==> src/rtl/lut_burst_arbiter.sv <==
// -----------------------------------------------------------------------------
// lut_burst_arbiter
//
// Round-robin arbiter that gives one of two requesters ownership of a
// synchronous LUT/ROM for one address burst. The winner's start address and
// length are latched at the grant edge. One address is then issued per cycle
// while en is high. Each returned word is registered and tagged with the
// owning requester and an end-of-burst flag.
//
// Ports
//   clk_sys     : system clock, rising edge
//   rst         : asynchronous active-high reset
//   en          : allows address issue while a burst is running
//   req[1:0]    : burst request per requester (bit0 = requester 0)
//   start_adr0/1: burst start address per requester
//   len0/1      : burst length minus one per requester
//   gnt[1:0]    : one-hot grant, held from grant until the burst has drained
//   rom_en      : LUT read enable
//   rom_adr     : LUT read address
//   rom_data    : LUT read data, valid the cycle after rom_en
//   data_out    : registered LUT word
//   data_valid  : data_out valid, one-cycle pulse per issued address
//   data_id     : requester index owning data_out
//   data_last   : final word of the burst, coincident with data_valid
//   busy        : high whenever the FSM is not idle
//
// Timing per issued word:
//   cycle N   : rom_en/rom_adr registered outputs
//   cycle N+1 : rom_data valid at the LUT output
//   cycle N+2 : data_out/data_valid
// -----------------------------------------------------------------------------
//
// state | meaning
// ------+----------------------------------------------------------------------
// IDLE  | no owner; any request is granted on the next edge
// READ  | issuing start+cnt for cnt = 0..len, one per cycle while en is high
// DRAIN | all addresses issued; waits until the last word leaves data_out
//
module lut_burst_arbiter #(
   parameter int BITWIDTH_ADR  = 6,
   parameter int BITWIDTH_DATA = 16
) (
   input  logic                     clk_sys,
   input  logic                     rst,
   input  logic                     en,
   input  logic [1:0]               req,
   input  logic [BITWIDTH_ADR-1:0]  start_adr0,
   input  logic [BITWIDTH_ADR-1:0]  start_adr1,
   input  logic [BITWIDTH_ADR-1:0]  len0,
   input  logic [BITWIDTH_ADR-1:0]  len1,
   output logic [1:0]               gnt,
   output logic                     rom_en,
   output logic [BITWIDTH_ADR-1:0]  rom_adr,
   input  logic [BITWIDTH_DATA-1:0] rom_data,
   output logic [BITWIDTH_DATA-1:0] data_out,
   output logic                     data_valid,
   output logic                     data_id,
   output logic                     data_last,
   output logic                     busy
);

   localparam logic [BITWIDTH_ADR-1:0] ADR_ONE = BITWIDTH_ADR'(1);

   typedef enum logic [1:0] {
      IDLE  = 2'd0,
      READ  = 2'd1,
      DRAIN = 2'd2
   } state_t;

   state_t                    state;
   logic [BITWIDTH_ADR-1:0]   cnt;
   logic [BITWIDTH_ADR-1:0]   start_q;
   logic [BITWIDTH_ADR-1:0]   len_q;
   logic                      owner;
   logic                      prio;       // requester favoured on a tie
   logic                      rom_last;   // rom_adr is the burst's final address

   logic                      p_valid;    // rom_data carries a requested word
   logic                      p_last;

   logic                      win;
   logic [BITWIDTH_ADR-1:0]   start_sel;
   logic [BITWIDTH_ADR-1:0]   len_sel;

   // A lone request always wins. On a tie, the requester that was not
   // served last wins.
   always_comb begin
      win = 1'b0;
      if (req == 2'b11) begin
         win = prio;
      end else begin
         win = req[1];
      end
      start_sel = win ? start_adr1 : start_adr0;
      len_sel   = win ? len1 : len0;
   end

   assign busy = (state != IDLE);

   always_ff @(posedge clk_sys or posedge rst) begin
      if (rst) begin
         state    <= IDLE;
         cnt      <= '0;
         start_q  <= '0;
         len_q    <= '0;
         owner    <= 1'b0;
         prio     <= 1'b0;
         gnt      <= 2'b00;
         rom_en   <= 1'b0;
         rom_adr  <= '0;
         rom_last <= 1'b0;
      end else begin
         rom_en   <= 1'b0;
         rom_last <= 1'b0;
         case (state)
            IDLE: begin
               if (|req) begin
                  owner   <= win;
                  start_q <= start_sel;
                  len_q   <= len_sel;
                  cnt     <= '0;
                  gnt     <= win ? 2'b10 : 2'b01;
                  state   <= READ;
               end
            end
            READ: begin
               // When en is low, cnt holds, so issue resumes at the same address.
               if (en) begin
                  rom_en  <= 1'b1;
                  rom_adr <= start_q + cnt;   // wraps modulo 2^BITWIDTH_ADR
                  if (cnt == len_q) begin
                     rom_last <= 1'b1;
                     cnt      <= '0;
                     state    <= DRAIN;
                  end else begin
                     cnt <= cnt + ADR_ONE;
                  end
               end
            end
            DRAIN: begin
               // Leave one cycle after the last word is presented, so that
               // gnt covers the whole burst including its final word.
               if (data_valid && data_last) begin
                  gnt   <= 2'b00;
                  prio  <= ~owner;
                  state <= IDLE;
               end
            end
            default: begin
               state <= IDLE;
            end
         endcase
      end
   end

   // Return path: a two-stage shift of the issue tags that tracks the LUT's
   // one-cycle read latency plus the output register. Only words that were
   // actually issued produce data_valid. Reset clears the in-flight tags, so
   // an aborted burst emits nothing.
   always_ff @(posedge clk_sys or posedge rst) begin
      if (rst) begin
         p_valid    <= 1'b0;
         p_last     <= 1'b0;
         data_valid <= 1'b0;
         data_last  <= 1'b0;
         data_id    <= 1'b0;
         data_out   <= '0;
      end else begin
         p_valid    <= rom_en;
         p_last     <= rom_en & rom_last;
         data_valid <= p_valid;
         data_last  <= p_valid & p_last;
         if (p_valid) begin
            data_out <= rom_data;
            data_id  <= owner;
         end
      end
   end

endmodule

==> config.mk <==
export PLATFORM = sky130hd
export DESIGN_NAME = lut_burst_arbiter
export DESIGN_NICKNAME = d
export VERILOG_FILES = /design/src/rtl/lut_burst_arbiter.sv
export SDC_FILE = /design/constraint.sdc
export NUM_CORES = 1
export LEC_CHECK = 0
export CORE_ASPECT_RATIO = 0.5
export CORE_MARGIN = 1.5
export CORE_UTILIZATION = 44
export CTS_BUF_LIST = sky130_fd_sc_hd__clkbuf_4 sky130_fd_sc_hd__clkbuf_8
export DETAILED_ROUTE_END_ITERATION = 10
export PLACE_DENSITY = 0.9
export RECOVER_POWER = 50
export SETUP_SLACK_MARGIN = 0.3
export SKIP_LAST_GASP = 1
export SYNTH_ARGS = -nofsm -noshare
export SYNTH_HDL_FRONTEND = slang
export SYNTH_SLANG_ARGS = --single-unit
==> constraint.sdc <==
create_clock -name clk_sys -period 1.6 [get_ports clk_sys]
set_input_delay 0.32 -clock clk_sys [delete_from_list [all_inputs] [get_ports clk_sys]]
set_output_delay 0.32 -clock clk_sys [all_outputs]
set_load 0.03 [all_outputs]
==> flow_metrics.env, run 1 <==
export IMPL_grt_pass1_vias=2206
export IMPL_start_util=0.474
export IMPL_cts_root_buf="clkbuf_8"
export IMPL_crit_chain="ha_4, fa_2, a21o_1, a21oi_2, xor2_1, o21ai_1"
export IMPL_layout_setup_ws_ns=-0.0838
export IMPL_worst_slew_pin_slew_ns=0.699
export IMPL_hold_class="reg2reg"
export IMPL_skew_ns=0.0173
export IMPL_min_period_ns=1.68
export IMPL_r2r_end="rom_adr[4]$_DFFE_PP0P_"
export IMPL_arrival_ns=1.89
export IMPL_synth_avg_cell_area_sq_um=11.6
export IMPL_syn2layout_area_growth_pct=60.7
export IMPL_final_max_slew_viol_count=0
export IMPL_ff2ff_path_depth=6
export IMPL_routed_wl_microns=7790
export IMPL_async_flop_share=1.00
export IMPL_drive_gt1_frac=0.470
export IMPL_min_from="rom_en$_DFF_PP0_"
export IMPL_postRouteAntennaNets=0
export IMPL_syn_inst=208
export IMPL_critical_path_required_ns=1.81
export IMPL_post_drt_wl_per_cell_microns=19.9
export IMPL_ys_seq_elements=53
export IMPL_yosysWarnings=0
export IMPL_end_kind="register"
export IMPL_crit_fanout=2
export IMPL_multiInputGateArea_sq_um=1340
export IMPL_irDropWorstVdd_mv=1.06
export IMPL_pin_count=74
export IMPL_synth_most_common_cell="dfrtp_1"
export IMPL_die_h_microns=55.5
export IMPL_cts_sinks=53
export IMPL_overflow=0
export IMPL_clk_path_buf_depth=2
export IMPL_drtIter0Drc=161
export IMPL_p_per_area_nw_per_um2=1880
export IMPL_ys_flop_type="dfrtp_1"
export IMPL_dr_total_vias=2168
export IMPL_fin_nets=372
export IMPL_track_usage=0.228
export IMPL_syn_nets=260
export IMPL_slowest_stage="dfrtp_1"
export IMPL_critPathKind="reg2reg"
export IMPL_yosysTopAreaCellShare=0.548
export IMPL_via_per_inst=5.54
export IMPL_syn_area_sq_um=2420
export IMPL_synth_edf_count=0
export IMPL_worst_path_buf_inv=0
export IMPL_max_cap_viol_count=0
export IMPL_start_kind="register"
export IMPL_cp_top_family="adder cells"
export IMPL_fin_area_sq_um=3890
export IMPL_yosysSeqAreaShare=0.548
export IMPL_die_w_microns=108
export IMPL_synth_top_area_cell="dfrtp_1"
export IMPL_rows=18
export IMPL_reg2reg_slack_ns=-0.08
export IMPL_hold_path_depth=0
export IMPL_clkTransAtPathRegs_ns=0.11
export IMPL_synthDistinctLibCells=35
export IMPL_hold_end="p_valid$_DFF_PP0_"
export IMPL_cts_buffers_inserted=5
export IMPL_fmax_mhz=594
export IMPL_reg2reg_from="start_q[0]$_DFFE_PP0P_"
export IMPL_synth_area_leaders="dfrtp_1, mux2_2, mux2i_1"
export IMPL_outcome="complete, but fails checks"
export IMPL_violations="setup timing"
export IMPL_regArea_sq_um=1330
export IMPL_rsz0062_at_grt="true"
export IMPL_routabilityCongestion=0.924
export IMPL_grt_pass1_wl_microns=10500
export IMPL_fin_crit_sh=1.05
export IMPL_cts_htree_levels=2
export IMPL_dr_pass1_iters=4
export IMPL_dieArea_sq_um=5980
export IMPL_p_leak_nw=1.80
export IMPL_port_buffers=73
export IMPL_place_area_sq_um=3400
export IMPL_clock_latency_ns=0.32
export IMPL_diodes=0
export IMPL_antenna_found_initial=0
export IMPL_drc=0
export IMPL_fp_coreArea_sq_um=5110
export IMPL_utilization=0.761
export IMPL_post_dp_hpwl_microns=3890
export IMPL_tritoncts="yes"
export IMPL_grt_max_degree=30
export IMPL_finalSetupViolations=9
export IMPL_synthTopCellsByCount="dfrtp_1, nand2_1, mux2_2, mux2i_1, xnor2_1"
export IMPL_finalHoldViolCount=0
export IMPL_slew_headroom=0.534
export IMPL_slowest_delay_ns=0.45
export IMPL_n_fill_cell=286
export IMPL_postCtsHoldBufs=0
export IMPL_power_total_mw=7.33
export IMPL_startpoint="start_q[0]$_DFFE_PP0P_"
==> kinds of logic (layout without fill, tap and decap cells) <==
| group | Yosys count | count (layout) | share of synthesized area |
|---|---|---|---|
| adder cells (fa/ha/maj) | 7 | 7 | 0.0393 |
| buffers and inverters | 15 | 126 | 0.0274 |
| flip-flops | 53 | 53 | 0.548 |
| XOR/XNOR | 15 | 15 | 0.0543 |
| multiplexers | 32 | 32 | 0.142 |
| AND/OR/NAND/NOR | 55 | 57 | 0.111 |
| AO/OA/AOI/OAI | 31 | 31 | 0.0780 |
==> how the worst max path moves through the flow <==
| stage | cells after the start | slack (ns) | endpoint |
|---|---|---|---|
| 2_1_floorplan | 6 | -0.002 | rom_adr[4]$_DFFE_PP0P_ |
| 3_3_place_gp | 5 | -0.29 | cnt[5]$_DFFE_PP0P_ |
| 3_5_place_dp | 5 | -0.35 | cnt[5]$_DFFE_PP0P_ |
| 4_1_cts | 6 | -0.02 | rom_adr[4]$_DFFE_PP0P_ |
| 5_1_grt | 6 | -0.11 | rom_adr[4]$_DFFE_PP0P_ |
| 6_report | 6 | -0.08 | rom_adr[4]$_DFFE_PP0P_ |
==> worst register-to-register path, cell delays in order, from the launching register on <==
cell     delay, ns
dfrtp_1       0.45
ha_4          0.20
fa_2          0.37
a21o_1        0.18
a21oi_2       0.12
xor2_1        0.18
o21ai_1       0.08
==> metrics by stage <==
step	std cells	setup TNS, ns	setup WS (ns)	hold slack, ns
finish	391	-0.259	-0.0838	0.419
floorplan	208	-0.00234	-0.00234	0.353
detailed placement	358	-3.74	-0.345	0.393
global route	391	-0.821	-0.105	0.422
global placement	358	-3.17	-0.293	0.378
CTS	377	-0.0152	-0.0152	0.410
==> registers in the layout, summed over array words and instances (netlist names) <==
signal and count:
data_out 16, cnt 6, len_q 6, rom_adr 6, start_q 6, gnt 2, state 2, data_id 1
data_last 1, data_valid 1, owner 1, p_last 1, p_valid 1, prio 1, rom_en 1, rom_last 1
==> metal layers <==
layer,track usage,vias up,routed length (microns)
li1,-,944,-
met1,0.283,1093,3210
met2,0.395,108,3800
met3,0.0425,23,549
met4,0.0921,0,238
met5,0,-,0
==> area by class of cell <==
| class | count | area share |
|---|---|---|
| Inverter | 6 | 0.00675 |
| Sequential cell | 53 | 0.342 |
| Timing Repair Buffer | 112 | 0.254 |
| Clock buffer | 7 | 0.0232 |
| Multi-Input combinational cell | 142 | 0.343 |
| Clock inverter | 1 | 0.00772 |
| Tap cell | 70 | 0.0225 |
==> power by group <==
group	switching, mW	internal, mW	total [mW]	leakage [nW]
Sequential	0.511	1.85	2.36	0.650
Clock	0.457	0.528	0.985	0.0619
Combinational	2.11	1.87	3.98	1.09
Total	3.08	4.25	7.33	1.80
==> timing repair <==
action,in CTS,in global routing
cloned,3,1
gates resized for setup,147,79
endpoints found under the setup margin,59,48
pin swaps,15,14
setup buffers,8,13
==> cell usage in the layout (no fill, tap or decap), types with 3 or more instances in the layout <==
master / netlist / routed
xnor2_1: 12 / 8
dfrtp_2: 0 / 4
buf_6: 1 / 13
a21oi_2: 0 / 3
ha_4: 0 / 4
o21ai_1: 10 / 9
buf_2: 2 / 28
mux2i_1: 13 / 13
inv_1: 6 / 5
nand3_1: 6 / 5
or3_4: 0 / 5
nand2_1: 26 / 12
buf_4: 0 / 18
xor2_1: 3 / 3
o21ai_2: 0 / 8
nand2_2: 0 / 7
o21ai_0: 10 / 3
buf_12: 0 / 3
nor2_2: 0 / 5
clkdlybuf4s50_1: 0 / 41
nand2_4: 0 / 7
mux2_2: 19 / 18
xnor2_2: 0 / 3
clkbuf_8: 0 / 6
dfrtp_1: 53 / 49
nor4_1: 3 / 3
Power figures use the tool's default switching activity.
==> inputs of run 2 (changes only) <==
--- a/config.mk
+++ b/config.mk
@@ -5,7 +5,6 @@
 export SDC_FILE = /design/constraint.sdc
 export NUM_CORES = 1
 export LEC_CHECK = 0
-export CORE_ASPECT_RATIO = 0.5
 export CORE_MARGIN = 1.5
 export CORE_UTILIZATION = 44
 export CTS_BUF_LIST = sky130_fd_sc_hd__clkbuf_4 sky130_fd_sc_hd__clkbuf_8
==> run 2 against run 1 <==
Effect of this change:
- the flow still finishes with violations (setup timing)
- critical path depth grew 1
- final area shrank 4.0%
- hold slack lost 0.023 ns
- via count shrank 8.5%
- die area shrank 0.44%
- global-route usage shrank 0.61 points
- combinational power shrank 11%
- cell count shrank 2.8%
- largest cell class is now registers
- largest power group unchanged
- highest routed layer unchanged
==> flow_metrics.env, run 2 (synthesis gave the netlist of run 1 again) <==
export IMPL_tritoncts="yes"
export IMPL_finalSetupViolations=4
export IMPL_irDropWorstVdd_mv=1.08
export IMPL_worst_slew_pin_slew_ns=0.791
export IMPL_slowest_delay_ns=0.44
export IMPL_post_drt_wl_per_cell_microns=16.9
export IMPL_final_max_slew_viol_count=0
export IMPL_final_common_cell="dfrtp_1"
export IMPL_cts_root_buf="clkbuf_8"
export IMPL_skew_ns=0.0101
export IMPL_grt_pass1_vias=2131
export IMPL_syn2layout_area_growth_pct=54.3
export IMPL_drive_gt1_frac=0.426
export IMPL_postRouteAntennaNets=0
export IMPL_clock_latency_ns=0.32
export IMPL_final_cell_mix="dfrtp_1, clkdlybuf4s50_1, buf_2"
export IMPL_n_fill_cell=361
export IMPL_end_kind="register"
export IMPL_post_dp_hpwl_microns=4100
export IMPL_drtIter0Drc=99
export IMPL_switching_power_mw=2.79
export IMPL_slowest_stage="dfrtp_1"
export IMPL_switching_share=0.403
export IMPL_utilization=0.718
export IMPL_fin_nets=361
export IMPL_clk_path_buf_depth=2
export IMPL_die_h_microns=77.2
export IMPL_drc=0
export IMPL_internal_power_mw=4.13
export IMPL_clkTransAtPathRegs_ns=0.10
export IMPL_p_clk_frac=0.157
export IMPL_p_per_area_nw_per_um2=1850
export IMPL_crit_fanout=2
export IMPL_pin_count=74
export IMPL_via_per_inst=5.22
export IMPL_port_buffers=73
export IMPL_dp_cells=358
export IMPL_p_seq_frac=0.328
export IMPL_pre_cts_ws_ns=-0.330
export IMPL_start_util=0.465
export IMPL_overflow=0
export IMPL_fp_coreArea_sq_um=5200
export IMPL_crit_chain="ha_4, fa_2, buf_4, buf_6, buf_4, xnor2_2, o21ai_1"
export IMPL_critical_path_required_ns=1.84
export IMPL_dieArea_sq_um=5960
export IMPL_grt_pass1_wl_microns=10300
export IMPL_track_usage=0.222
export IMPL_rows=26
export IMPL_hold_class="reg2reg"
export IMPL_rsz0062_at_grt="true"
export IMPL_grt_max_degree=21
export IMPL_outcome="complete, but fails checks"
export IMPL_fmax_mhz=594
export IMPL_dr_pass1_iters=4
export IMPL_diodes=0
export IMPL_max_cap_viol_count=0
export IMPL_finalHoldViolCount=0
export IMPL_min_period_ns=1.68
export IMPL_cts_htree_levels=2
export IMPL_violations="setup timing"
export IMPL_cts_sinks=53
export IMPL_start_kind="register"
export IMPL_postCtsHoldBufs=0
export IMPL_routabilityCongestion=0.831
export IMPL_die_w_microns=77.2
export IMPL_top_register="data_out"
export IMPL_fin_cells=380
export IMPL_layout_setup_ws_ns=-0.0838
export IMPL_dr_total_vias=1984
export IMPL_slew_headroom=0.470
export IMPL_routed_wl_microns=6430
export IMPL_tns_ns=-0.143
export IMPL_critPathKind="reg2reg"
export IMPL_antenna_found_initial=0
export IMPL_largest_reg_flops=16
export IMPL_cts_buffers_inserted=5
export IMPL_p_leak_nw=1.73
export IMPL_arrival_ns=1.92
export IMPL_fin_crit_sh=1.05
export IMPL_cp_common_cell="buf_4"
export IMPL_p_comb_frac=0.515
==> run 2: final timing paths <==
kind / from / endpoint / slack [ns] / cells past startpoint
hold reg to reg: rom_en$_DFF_PP0_ / p_valid$_DFF_PP0_ / 0.40 / 0
setup / recovery: start_q[0]$_DFFE_PP0P_ / rom_adr[2]$_DFFE_PP0P_ / -0.08 / 7
hold / removal: rom_en$_DFF_PP0_ / p_valid$_DFF_PP0_ / 0.40 / 0
min in group asynchronous: rst / cnt[5]$_DFFE_PP0P_ / 0.55 / 2
setup reg to reg: start_q[0]$_DFFE_PP0P_ / rom_adr[2]$_DFFE_PP0P_ / -0.08 / 7
max in group asynchronous: rst / data_last$_DFF_PP0_ / 0.17 / 3
==> run 2: layer usage <==
layer / wire, microns / global-route usage / vias to the layer above
met1: 2600 / 0.258 / 971
met2: 3390 / 0.405 / 75
met3: 354 / 0.0524 / 6
met4: 83 / 0.0618 / 0
li1: - / - / 932
met5: 0 / 0 / -
==> run 2: power groups by stage <==
stage	logic [mW]	registers (mW)	clock network, mW
2_1_floorplan	1.43	2.74	0
3_3_place_gp	2.99	2.21	0
3_5_place_dp	3.09	2.24	0
4_1_cts	3.35	2.23	1.10
5_1_grt	3.83	2.34	1.16
6_report	3.56	2.27	1.09
==> run 2: critical path, delay by kind of cell, from the launching register on <==
family          cells  cell delay (ns)
compound gates      1             0.14
xor+xnor            1             0.12
buf+inv             3             0.37
fa+ha+maj           2             0.53
flops               1             0.44
==> run 2: cell type report <==
class	count	area, sq um	area share
inverters	6	23.8	0.00636
clock inverters	3	68.8	0.0184
multi-input cells	143	1290	0.345
well taps	70	87.6	0.0234
flip-flops and latches	53	1330	0.356
repair buffers	100	868	0.232
clock buffers	5	68.8	0.0184
==> run 2: through the flow <==
stage	area [sq um]	hold slack [ns]	power, mW
finish	3740	0.396	6.92
floorplan	2500	0.353	4.17
detailed placement	3410	0.381	5.33
global route	3740	0.409	7.33
global placement	3410	0.372	5.20
CTS	3680	0.358	6.69
==> run 2: what timing repair did <==
| item | in CTS | in global routing |
|---|---|---|
| resized for setup | 170 | 38 |
| setup endpoints to repair | 59 | 35 |
| cloned | 4 | 0 |
| pin swaps | 22 | 13 |
| setup buffers | 8 | 2 |
==> patch 1: new RTL, settings of run 1 <==
The parameter `BITWIDTH_ADR` goes from 6 to 12.
--- a/src/rtl/lut_burst_arbiter.sv
+++ b/src/rtl/lut_burst_arbiter.sv
@@ -39,3 +39,3 @@
 module lut_burst_arbiter #(
-   parameter int BITWIDTH_ADR  = 6,
+   parameter int BITWIDTH_ADR  = 12,
    parameter int BITWIDTH_DATA = 16
Interface: changed (5 resized); port bits go from 74 to 104. No check against the original RTL was run, so the function may have changed too.
==> patch 1 against run 1 <==
- the run still ends with negative setup slack left
- fmax decreased by 26%
- sequential share of layout area decreased by 7.8 points
- area after synthesis increased by 66%
- non-clock buffer count increased by 108
- sequential cell count increased by 24
- final cell count increased by 81%
- setup slack got worse by 0.60 ns
- power increased by 94%
- cell area increased by 89%
- wire length increased to 2.7 times the old value
- count of clock-buffer cells in the layout increased by 4
- critical endpoint is now rom_adr[11]
==> patch 1: results (changes against run 1) <==
FINAL LAYOUT
-----------------------------------------------------------------------
Clock tree cell share of total cell area .................       0.0271   was 0.0309
Number of sequential cells ...............................           77   was 53
Proportion of layout cells with a drive suffix above 1 ...        0.555   was 0.470
Layout non-clock buf frac ................................        0.300   was 0.254
Post-layout net count ....................................          668   was 372
Share of cell area taken by flip-flops and latches .......        0.264   was 0.342
Antenna diode count ......................................            1   was 0
Fillcell total ...........................................          384   was 286
Clock buf count ..........................................           11   was 7

OUTCOME
-----------------------------------------------------------------------
Violated checks .......................................... negative setup slack   unchanged
Result of the run ........................................ complete, but fails checks   unchanged

STA
-----------------------------------------------------------------------
Largest clock skew in the final design ...................    0.0445 ns   was 0.0173 ns
Worst Hold Slack .........................................     0.419 ns   about the same
Crit path setup slack, layout ............................    -0.685 ns   was -0.0838 ns
Setup tns final ..........................................    -12.24 ns   was -0.259 ns
Worst slew margin ........................................        0.597   was 0.534
Final setup fails ........................................           37   was 9

PLACEMENT
-----------------------------------------------------------------------
Post-Place Cell Area .....................................    5710 um^2   was 3400 um^2
HPWL reported at the end of detailed placement ...........      7.60 mm   was 3.89 mm

CLOCKING
-----------------------------------------------------------------------
CTS-repair resized insts .................................          283   was 147
Number of buffers inserted by post-CTS setup repair ......           23   was 8

POWER AND IR DROP
-----------------------------------------------------------------------
Portion of total power attributed to combinational logic .        0.634   was 0.543
Seq. pwr .................................................      3.58 mW   was 2.36 mW
Static leakage power .....................................      3.26 nW   was 1.80 nW
Maximum vdd drop .........................................    0.00109 V   was 0.00106 V
Reg power frac ...........................................        0.252   was 0.322

GRT
-----------------------------------------------------------------------
Wire length of the first global-routing pass .............      26.0 mm   was 10.5 mm
Largest net degree at the start of global routing ........           38   was 30

YOSYS
-----------------------------------------------------------------------
Mean instance size in the synthesized netlist ............    10.8 um^2   was 11.6 um^2
Seq/Total Area, Yosys ....................................        0.480   was 0.548
Most used standard cells in the synthesized netlist ...... 77 x sky130_fd_sc_hd__dfrtp_1, 44 x sky130_fd_sc_hd__nand2_1, 38 x sky130_fd_sc_hd__o21ai_0   was 53 x sky130_fd_sc_hd__dfrtp_1, 26 x sky130_fd_sc_hd__nand2_1, 19 x sky130_fd_sc_hd__mux2_2
Net Count, Synth .........................................          453   was 260
Distinct cells, synth ....................................           49   was 35

DETAILED ROUTING
-----------------------------------------------------------------------
Initial DRT Pass Iterations ..............................            5   was 4
DRT iter0 DRCs ...........................................          681   was 161

-- patch 1: changes by cell type in the layout (fill, tap and decap cells not counted), sizes merged, moves of 11 or more --
cell                  run 1  this run
a21oi                     4        17
mux2i                    13        24
nand2                    26        44
buf                      63       147
xor2                      3        17
dfrtp                    53        77
inv                       5        19
o21ai                    20        45
clkdlybuf4s50            41        65
-- patch 1: kinds of logic (layout without fill, tap and decap cells) --
group / Yosys count / after routing / share of synthesized area
xor gates and xnor gates: 21 / 21 / 0.0458
DFF: 77 / 77 / 0.480
muxes: 44 / 44 / 0.116
other: 0 / 1 / 0
buffers and inverters: 35 / 255 / 0.0417
and+or+nand+nor: 92 / 92 / 0.123
AOI/OAI and AO/OA: 89 / 89 / 0.152
adders and majority gates: 13 / 13 / 0.0424
-- patch 1: per-layer routing --
metal,up-vias,part of all wire,GRT usage
li1,1749,-,-
met1,2226,0.37,0.428
met2,519,0.42,0.567
met3,170,0.14,0.108
met4,2,0.077,0.236
met5,-,0.00066,0
==> patch 2: new RTL, flow settings as in run 1 <==
Made on the original files. Encoding of `state_t`: now one-hot (3 bits for 3 states).
--- a/src/rtl/lut_burst_arbiter.sv
+++ b/src/rtl/lut_burst_arbiter.sv
@@ -63,6 +63,6 @@
 
-   typedef enum logic [1:0] {
-      IDLE  = 2'd0,
-      READ  = 2'd1,
-      DRAIN = 2'd2
+   typedef enum logic [2:0] {
+      IDLE  = 3'b001,
+      READ  = 3'b010,
+      DRAIN = 3'b100
    } state_t;
Behaviour: same outputs for any inputs over 10 cycles, from zero or initial values and one cycle with rst high; not proved beyond that.
==> patch 2 against run 1 <==
- setup slack worse by 0.060 ns
- area after synthesis grew 4.1%
- synthesized cell count is 2.9% higher
- the flow still finishes with violations (negative setup slack)
- fmax shrank 3.4%
- sequential cell count up 1
- wire length fell by 23%
- power is 7.5% lower
- cell area fell by 2.0%
==> patch 2: results (changes against run 1) <==
OUTCOME
----------------------------------------------------------------------
Result of the run ....................................... complete, but fails checks   unchanged
Violated checks ......................................... negative setup slack   unchanged

SETUP PATH
----------------------------------------------------------------------
Crit path to ............................................         busy   was rom_adr[4]
Startpoint of the worst-slack reg-to-reg timing path ....     state[0]   was start_q[0]
Crit path largest cell delay ............................      0.56 ns   was 0.45 ns
Type of the worst setup path ............................ flop to output pin   was flop to flop
Path depth of the worst reg2reg path ....................            5   was 6
CP delay by family, top .................................   flip-flops   was adder cells

DIE
----------------------------------------------------------------------
Die width ...............................................       110 um   was 108 um

FINAL LAYOUT
----------------------------------------------------------------------
Non-clock inverter count in the final layout ............            7   was 6
Cell area after layout ..................................    3810 um^2   was 3890 um^2
Clock tree cell share of total cell area ................       0.0262   was 0.0309
Share of cell area taken by flip-flops and latches ......        0.355   was 0.342
Fillcell total ..........................................          400   was 286
Number of multi-input combinational cells in the layout .          146   was 142

GRT
----------------------------------------------------------------------
Largest net degree at the start of global routing .......           55   was 30
Overall track demand over capacity in global routing ....        0.198   was 0.228
Met2 track utilization from global routing ..............        0.337   was 0.395
Met1 demand-to-capacity share in global routing .........        0.260   was 0.283

STA
----------------------------------------------------------------------
Final setup fails .......................................           19   was 9
Crit path setup slack, layout ...........................    -0.144 ns   was -0.0838 ns
Largest clock skew in the final design ..................    0.0129 ns   was 0.0173 ns
Worst slew margin .......................................        0.531   was 0.534

YOSYS
----------------------------------------------------------------------
Adder and majority gate portion of the synthesized area .       0.0377   was 0.0393
Distinct cells, synth ...................................           40   was 35
Post-synthesis xor/xnor area fraction ...................       0.0382   was 0.0543
Synthesized instance count ..............................          214   was 208
Leading cell types by total area after synthesis ........ sky130_fd_sc_hd__dfrtp_1 53%, sky130_fd_sc_hd__mux2_2 8.5%, sky130_fd_sc_hd__mux2i_1 4.8%, sky130_fd_sc_hd__a21oi_2 3.1%, sky130_fd_sc_hd__ha_1 3.0%   was sky130_fd_sc_hd__dfrtp_1 55%, sky130_fd_sc_hd__mux2_2 8.8%, sky130_fd_sc_hd__mux2i_1 5.4%, sky130_fd_sc_hd__xnor2_1 4.3%, sky130_fd_sc_hd__nand2_1 4.0%
Seq/Total Area, Yosys ...................................        0.537   was 0.548

CLOCKING
----------------------------------------------------------------------
Number of buffers inserted by post-CTS setup repair .....            5   was 8
TritonCTS sink count ....................................           54   was 53

DETAILED ROUTING
----------------------------------------------------------------------
Drt total wl ............................................      6.00 mm   was 7.79 mm
M1 wire length ..........................................      2.57 mm   was 3.21 mm
Via density .............................................         5.15   was 5.54
Average wire per standard cell ..........................      15.0 um   was 19.9 um
DRT iter0 DRCs ..........................................          107   was 161

PLACEMENT
----------------------------------------------------------------------
Final RePlAce weighted congestion .......................        0.876   was 0.924
Post-Place Cell Area ....................................    3600 um^2   was 3400 um^2
Dpl ws ..................................................    -0.320 ns   was -0.345 ns

POWER AND IR DROP
----------------------------------------------------------------------
Internal power component ................................      3.98 mW   was 4.25 mW

## patch 2: power groups by stage
| stage | clock (mW) | sequential, mW | combinational (mW) |
|---|---|---|---|
| floorplan | 0 | 2.93 | 1.55 |
| global placement | 0 | 2.25 | 3.41 |
| detailed placement | 0 | 2.29 | 3.52 |
| CTS | 0.824 | 2.27 | 3.49 |
| global route | 0.891 | 2.34 | 3.95 |
| finish | 0.817 | 2.27 | 3.69 |
## patch 2: how the worst min path moves through the flow
| stage | startpoint | endpoint | slack, ns | cells after the start |
|---|---|---|---|---|
| 2_1_floorplan | p_valid | data_valid | 0.35 | 0 |
| 3_3_place_gp | rom_en | p_valid | 0.38 | 0 |
| 3_5_place_dp | rom_en | p_valid | 0.39 | 0 |
| 4_1_cts | rom_en | p_valid | 0.41 | 0 |
| 5_1_grt | rom_en | p_valid | 0.43 | 0 |
| 6_report | rom_en | p_valid | 0.42 | 0 |
